## src/rtl/shuffle_unloader_if.sv

```systemverilog
// -----------------------------------------------------------------------------
// shuffle_unloader_if
//   Bundles the shuffle-side burst input and the implode-side four-phase
//   request/acknowledge signals of the shuffle unloader.
//
//   Signals (named from the unloader's point of view):
//     i_sh_valid      first beat of a shuffle burst
//     o_sh_ready      unloader can accept a new burst
//     i_sh_data       beat data (explode_width/4 bits)
//     i_nonce         nonce tag, sampled with the first beat
//     o_im_valid      four-phase request towards implode
//     i_im_handshake  four-phase acknowledge from implode (may be asynchronous)
//     o_im_data       reassembled word (explode_width bits)
//     o_nonce         nonce tag of o_im_data
//
//   Modports:
//     slave   the unloader itself (consumes i_*, produces o_*)
//     master  the environment around it (shuffle core + implode)
// -----------------------------------------------------------------------------
interface shuffle_unloader_if #(
  parameter int nonce_width   = 7,
  parameter int explode_width = 512
);

  logic                       i_sh_valid;
  logic                       o_sh_ready;
  logic [explode_width/4-1:0] i_sh_data;
  logic [nonce_width-1:0]     i_nonce;
  logic                       o_im_valid;
  logic                       i_im_handshake;
  logic [explode_width-1:0]   o_im_data;
  logic [nonce_width-1:0]     o_nonce;

  modport slave (
    input  i_sh_valid,
    input  i_sh_data,
    input  i_nonce,
    input  i_im_handshake,
    output o_sh_ready,
    output o_im_valid,
    output o_im_data,
    output o_nonce
  );

  modport master (
    output i_sh_valid,
    output i_sh_data,
    output i_nonce,
    output i_im_handshake,
    input  o_sh_ready,
    input  o_im_valid,
    input  o_im_data,
    input  o_nonce
  );

endinterface : shuffle_unloader_if

```

## src/rtl/shuffle_unloader.sv

```systemverilog
// -----------------------------------------------------------------------------
// shuffle_unloader
//   Collects the four beats of one shuffle result, reassembles them into one
//   explode_width word together with its nonce, and offers that word to the
//   implode side as the transmitting end of a four-phase valid/acknowledge
//   protocol. Mirror image of the explode->shuffle loading path.
//
//   Ports:
//     clk    single clock for the whole block
//     rst_n  asynchronous, active-low reset
//     bus    shuffle_unloader_if.slave
//              shuffle side : i_sh_valid, o_sh_ready, i_sh_data, i_nonce
//              implode side : o_im_valid, i_im_handshake, o_im_data, o_nonce
//
//   Beat k (k = 0..3), H = explode_width/8:
//     i_sh_data[2H-1:H] -> o_im_data[H*k     +: H]
//     i_sh_data[H-1:0]  -> o_im_data[4H+H*k  +: H]
//
//   All outputs are driven straight from flops.
// -----------------------------------------------------------------------------
module shuffle_unloader #(
  parameter int nonce_width   = 7,
  parameter int explode_width = 512,
  parameter int sync_stages   = 2
) (
  input  logic              clk,
  input  logic              rst_n,
  shuffle_unloader_if.slave bus
);

  localparam int beat_width = explode_width / 4;
  localparam int half_width = explode_width / 8;

  typedef enum logic [2:0] {
    ST_IDLE  = 3'd0,
    ST_BEAT1 = 3'd1,
    ST_BEAT2 = 3'd2,
    ST_BEAT3 = 3'd3,
    ST_REQ   = 3'd4,
    ST_ACK   = 3'd5
  } state_t;

  // Places one beat into the word: the upper half of the beat fills the low
  // half of the word and the lower half of the beat fills the high half.
  function automatic logic [explode_width-1:0] place_beat(
    input logic [explode_width-1:0] word,
    input logic [beat_width-1:0]    beat,
    input logic [1:0]               idx
  );
    logic [explode_width-1:0] result;
    result = word;
    result[half_width*int'(idx) +: half_width] =
      beat[beat_width-1:half_width];
    result[4*half_width + half_width*int'(idx) +: half_width] =
      beat[half_width-1:0];
    return result;
  endfunction

  state_t                   state_q;
  state_t                   state_d;
  logic [sync_stages-1:0]   hs_sync_q;
  logic                     hs_s;
  logic                     ready_q;
  logic                     ready_d;
  logic                     valid_q;
  logic                     valid_d;
  logic [explode_width-1:0] data_q;
  logic [explode_width-1:0] data_d;
  logic [nonce_width-1:0]   nonce_q;
  logic [nonce_width-1:0]   nonce_d;
  logic                     accept_s;
  logic                     beat_we_s;
  logic [1:0]               beat_idx_s;

  // Acknowledge synchronizer: i_im_handshake may come from another clock
  // domain, so only the last stage is ever looked at by the FSM.
  always_ff @(posedge clk or negedge rst_n) begin
    if (!rst_n) begin
      hs_sync_q <= '0;
    end else begin
      hs_sync_q <= {hs_sync_q[sync_stages-2:0], bus.i_im_handshake};
    end
  end

  assign hs_s = hs_sync_q[sync_stages-1];

  // FSM next state plus beat write control.
  always_comb begin
    state_d    = state_q;
    accept_s   = 1'b0;
    beat_we_s  = 1'b0;
    beat_idx_s = 2'd0;
    case (state_q)
      ST_IDLE: begin
        // A start pulse while ready is low is dropped without capture.
        if (bus.i_sh_valid && ready_q) begin
          accept_s   = 1'b1;
          beat_we_s  = 1'b1;
          beat_idx_s = 2'd0;
          state_d    = ST_BEAT1;
        end else begin
          state_d    = ST_IDLE;
        end
      end
      // The burst carries no per-beat valid: beats 1..3 follow back to back.
      ST_BEAT1: begin
        beat_we_s  = 1'b1;
        beat_idx_s = 2'd1;
        state_d    = ST_BEAT2;
      end
      ST_BEAT2: begin
        beat_we_s  = 1'b1;
        beat_idx_s = 2'd2;
        state_d    = ST_BEAT3;
      end
      ST_BEAT3: begin
        beat_we_s  = 1'b1;
        beat_idx_s = 2'd3;
        state_d    = ST_REQ;
      end
      ST_REQ: begin
        if (hs_s) begin
          state_d = ST_ACK;
        end else begin
          state_d = ST_REQ;
        end
      end
      // Waiting for the acknowledge to drop keeps a stale high acknowledge
      // from completing the next request.
      ST_ACK: begin
        if (!hs_s) begin
          state_d = ST_IDLE;
        end else begin
          state_d = ST_ACK;
        end
      end
      default: begin
        state_d = ST_IDLE;
      end
    endcase
  end

  // Next values of the registered outputs. Valid and ready are decoded from
  // the next state so they change on the same edge as the state itself;
  // this also raises ready on the first edge after reset release.
  always_comb begin
    valid_d = (state_d == ST_REQ);
    ready_d = (state_d == ST_IDLE);
    if (beat_we_s) begin
      data_d = place_beat(data_q, bus.i_sh_data, beat_idx_s);
    end else begin
      data_d = data_q;
    end
    if (accept_s) begin
      nonce_d = bus.i_nonce;
    end else begin
      nonce_d = nonce_q;
    end
  end

  // State and output registers; reset drops any in-flight word at once.
  always_ff @(posedge clk or negedge rst_n) begin
    if (!rst_n) begin
      state_q <= ST_IDLE;
      ready_q <= 1'b0;
      valid_q <= 1'b0;
      data_q  <= '0;
      nonce_q <= '0;
    end else begin
      state_q <= state_d;
      ready_q <= ready_d;
      valid_q <= valid_d;
      data_q  <= data_d;
      nonce_q <= nonce_d;
    end
  end

  assign bus.o_sh_ready = ready_q;
  assign bus.o_im_valid = valid_q;
  assign bus.o_im_data  = data_q;
  assign bus.o_nonce    = nonce_q;

endmodule : shuffle_unloader

```

## src/flat_wrapper.sv

```systemverilog
// flat-port wrapper written by rule: the top's interface ports become plain ports
module shuffle_unloader_flat 
#(
  parameter int nonce_width   = 7,
  parameter int explode_width = 512,
  parameter int sync_stages   = 2
)
  (clk, rst_n, bus_i_sh_valid, bus_i_sh_data, bus_i_nonce, bus_i_im_handshake, bus_o_sh_ready, bus_o_im_valid, bus_o_im_data, bus_o_nonce);
  shuffle_unloader_if #(.nonce_width(nonce_width), .explode_width(explode_width)) bus_i ();
  input  logic clk;
  input  logic rst_n;
  input wire logic [$bits(bus_i.i_sh_valid)-1:0] bus_i_sh_valid;
  input wire logic [$bits(bus_i.i_sh_data)-1:0] bus_i_sh_data;
  input wire logic [$bits(bus_i.i_nonce)-1:0] bus_i_nonce;
  input wire logic [$bits(bus_i.i_im_handshake)-1:0] bus_i_im_handshake;
  output wire logic [$bits(bus_i.o_sh_ready)-1:0] bus_o_sh_ready;
  output wire logic [$bits(bus_i.o_im_valid)-1:0] bus_o_im_valid;
  output wire logic [$bits(bus_i.o_im_data)-1:0] bus_o_im_data;
  output wire logic [$bits(bus_i.o_nonce)-1:0] bus_o_nonce;
  assign bus_i.i_sh_valid = bus_i_sh_valid;
  assign bus_i.i_sh_data = bus_i_sh_data;
  assign bus_i.i_nonce = bus_i_nonce;
  assign bus_i.i_im_handshake = bus_i_im_handshake;
  assign bus_o_sh_ready = bus_i.o_sh_ready;
  assign bus_o_im_valid = bus_i.o_im_valid;
  assign bus_o_im_data = bus_i.o_im_data;
  assign bus_o_nonce = bus_i.o_nonce;
  shuffle_unloader #(.nonce_width(nonce_width), .explode_width(explode_width), .sync_stages(sync_stages)) u_core (.clk(clk), .rst_n(rst_n), .bus(bus_i));
endmodule
```

## config.mk

```make
export PLATFORM = sky130hd
export DESIGN_NAME = shuffle_unloader_flat
export DESIGN_NICKNAME = d
export VERILOG_FILES = /design/src/rtl/shuffle_unloader_if.sv /design/src/rtl/shuffle_unloader.sv /design/src/flat_wrapper.sv
export SDC_FILE = /design/constraint.sdc
export NUM_CORES = 1
export LEC_CHECK = 0
export CAP_MARGIN = 20
export CORE_ASPECT_RATIO = 1.75
export CORE_MARGIN = 2
export CORE_UTILIZATION = 25
export CTS_CLUSTER_SIZE = 10
export DETAILED_ROUTE_END_ITERATION = 6
export DONT_BUFFER_PORTS = 1
export HOLD_SLACK_MARGIN = 0.06
export SYNTH_ARGS = -nofsm -noshare
export SYNTH_HDL_FRONTEND = slang
export SYNTH_SLANG_ARGS = --single-unit
```

## constraint.sdc

```tcl
create_clock -name clk -period 2.27 [get_ports clk]
set_clock_uncertainty 0.05 [all_clocks]
set_input_delay 0.454 -clock clk [delete_from_list [all_inputs] [get_ports clk]]
set_output_delay 0.454 -clock clk [all_outputs]
set_load 0.03 [all_outputs]
```

==> impl_metrics.yaml, run 1 <==
global_routing:
  grt_antenna_before_repair: 1
  grt_use_total: 0.189
  grt_pass1_wl_um: 134000
  grt_max_degree: 527
  overflow: 0
  grt_pass1_vias: 17600
clock_tree:
  htree_levels: 2
  cts-root-buf: "clkbuf_16"
  insertion_delay_ns: 0.65
  cts_tree: "yes"
  clk_pin_slew_ns: 0.07
  cts_buffers: 61
  cts.sink_count: 526
  postCtsHoldBufs: 136
  ctsLongestPathBuffers: 3
logic_synthesis:
  synth.distinct_cells: 37
  synth-seq-cells: 526
  avgSynthCellArea_um2: 11.7
  syn_area_um2: 23600
  yosysTopAreaCell: "dfrtp_1"
  synth_edf_count: 0
  synth_nets: 2167
  synth_top_flop_cell: "dfrtp_1"
  synth-seq-area-share: 0.559
  synth_simple_gate_area_share: 0.106
  synth_top_family_by_area: "multiplexers"
  yosys-top-cells-area: "dfrtp_1 (56%), mux2_2 (15%), mux2i_1 (8.2%), and3_1 (3.4%), nand2_1 (3.1%)"
  yosys-mux-area-fraction: 0.238
  synthAdderAreaFrac: 0.00425
  synth_compound_area_frac: 0.0363
  synthCells: 2020
  synth_top_area_share: 0.559
  async_flop_share: 1.00
  ys_warn_count: 0
  synth-xor-area-share: 0.000372
setup_path:
  required_ns: 2.74
  r2r_slack_ns: 0.07
  critPathLaunchType: "register"
  reg2reg_from: "u_core.state_q[2]"
  crit_fanout: 7
  arrival_ns: 2.68
  rr_endpoint: "u_core.bus.o_im_data[119]"
  cp-end-kind: "register"
  reg2reg_depth: 8
  critPathKind: "register to register"
route:
  dr_total_vias: 16800
  drt_iter0_markers: 1008
  drc_errors: 0
  routed_wl_um: 96400
  ant_nets: 0
  viasPerCell: 4.87
  wl_per_cell_um: 27.9
  dr.pass1.iters: 5
final_layout:
  drive_gt1_frac: 0.262
  fillers: 9374
  design_area_um2: 29400
  synthToLayoutAreaGrowth_pct: 24.8
  nets: 2380
pwr:
  leakagePower_nw: 13.7
  peakVddDrop_uv: 700
  power_density_nw_per_um2: 1650
die:
  core_um2: 93800
  die_x_um: 236
  io_pins: 660
  fp.dieH_um: 410
  start_util: 0.251
  rows: 149
  die-area_um2: 96800
run:
  cap_violations: 0
placed_design:
  dpl_cell_area_um2: 26000
  gp_congestion: 0.811
  port_buffers: 0
  hpwl_um: 64200
timing:
  period_share: 0.971
  hold_viol: 526
  tightest_slew_ns: 1.26
  maxSlewViolCount: 0
  relSlewSlack: 0.158
  setup_tns_ns: 0
  fin_crit_ns: 2.20
  whs_ns: -0.542
  setup_viol: 0
  timing.fmax_ghz: 0.454
outcome:
  violations: "hold timing"
  status: "complete, but fails checks"
hold_path:
  hp-class: "input pin to async pin"
==> flip-flops by register name, summed over array words and instances, names as in the netlist <==
register / cells
u_core.bus.o_im_data: 512
u_core.bus.o_nonce: 7
u_core.state_q: 3
u_core.hs_sync_q: 2
u_core.bus.o_im_valid: 1
u_core.bus.o_sh_ready: 1
==> stage by stage <==
stage / setup WS [ns] / power, W / hold slack [ns] / cells / util
floorplan: -0.0317 / 0.0305 / 0.108 / 2020 / -
global placement: 0.0405 / 0.0383 / 0.118 / 3226 / 0.278
detailed placement: -0.00599 / 0.0386 / 0.116 / 3226 / 0.278
CTS: 0.00183 / 0.0482 / -0.599 / 3440 / 0.311
global route: -0.0376 / 0.0507 / -0.580 / 3455 / 0.314
finish: 0.0662 / 0.0485 / -0.542 / 3457 / 0.314
==> worst max-delay path by stage <==
stage	from	to
4_1_cts	u_core.state_q[1]	u_core.bus.o_im_data[92]
2_1_floorplan	u_core.state_q[1]	u_core.bus.o_im_data[122]
3_5_place_dp	u_core.state_q[1]	u_core.bus.o_im_data[92]
6_report	u_core.state_q[2]	u_core.bus.o_im_data[119]
5_1_grt	u_core.state_q[2]	u_core.bus.o_im_data[119]
3_3_place_gp	u_core.state_q[1]	u_core.bus.o_im_data[114]
==> worst max-delay path, stage by stage (launching register included) <==
cell	delay [ns]
dfrtp_1	0.40
nand2b_4	0.24
ha_4	0.18
buf_8	0.15
buf_12	0.17
buf_4	0.16
mux2i_1	0.34
nor2_1	0.10
mux2_2	0.27
==> logic make-up after synthesis <==
| kind of cell | Yosys count |
|---|---|
| and+or+nand+nor | 537 |
| DFF | 526 |
| muxes | 519 |
| buffers and inverters | 295 |
| AOI/OAI and AO/OA | 134 |
| adders and majority gates | 8 |
| xor gates and xnor gates | 1 |
==> where the power goes <==
| part | leakage [nW] | internal [W] | total (W) | switching [W] |
|---|---|---|---|---|
| logic | 5.69 | 0.00817 | 0.0181 | 0.00991 |
| clock network | 0.832 | 0.00510 | 0.00913 | 0.00402 |
| registers | 7.19 | 0.0123 | 0.0213 | 0.00898 |
==> cell usage after synthesis, types with 2 or more instances <==
| cell | number |
|---|---|
| nor2_1 | 132 |
| nand2_1 | 194 |
| mux2_1 | 14 |
| ha_1 | 8 |
| nor2b_1 | 2 |
| nor3_1 | 64 |
| and3_1 | 128 |
| o21ai_0 | 65 |
| dfrtp_1 | 526 |
| nor4b_1 | 2 |
| mux2i_1 | 192 |
| mux2_2 | 313 |
| buf_6 | 14 |
| buf_2 | 73 |
| o31ai_1 | 64 |
| clkbuf_1 | 71 |
| inv_1 | 129 |
| or2_2 | 2 |
| nor3b_1 | 4 |
| buf_4 | 6 |
==> cell usage in the layout, fill, tap and decap left out, drive strengths merged, types with 8 or more instances in the layout <==
master         n
nor2         133
o21ai         65
mux2         327
inv          132
nand2        194
clkbuf        74
and3         128
mux2i        192
o31ai         64
nor3          64
buf          174
ha             8
dlygate4sd3  136
dfrtp        526
==> repair_timing <==
item	CTS	global route
setup buffers	2	9
gates resized for setup	1	15
gates cloned	0	5
endpoints found under the hold margin	826	526
pin swaps	0	1
endpoints found under the setup margin	3	198
==> layout make-up <==
type | count | area [um^2] | area share
tap | 1208 | 1510 | 0.0514
inverter | 130 | 490 | 0.0167
clock buffer | 69 | 1590 | 0.0540
multi-input combinational | 1199 | 9200 | 0.313
sequential | 526 | 13200 | 0.448
timing repair buffer | 315 | 3330 | 0.113
antenna | 3 | 7.51 | 0.000255
clock inverter | 7 | 121 | 0.00413
==> layer usage <==
metal,share of wire,global-route usage
met1,0.36,0.201
met2,0.50,0.335
met3,0.090,0.0659
met4,0.050,0.0869
met5,0,0
Note: power is estimated with default switching activity, not from simulation.
==> run 2, diff against run 1 <==
- GPL_ROUTABILITY_DRIVEN: default -> 0
==> results of run 2 <==
The final DEF is identical to that of run 1; final timing and power are the same.
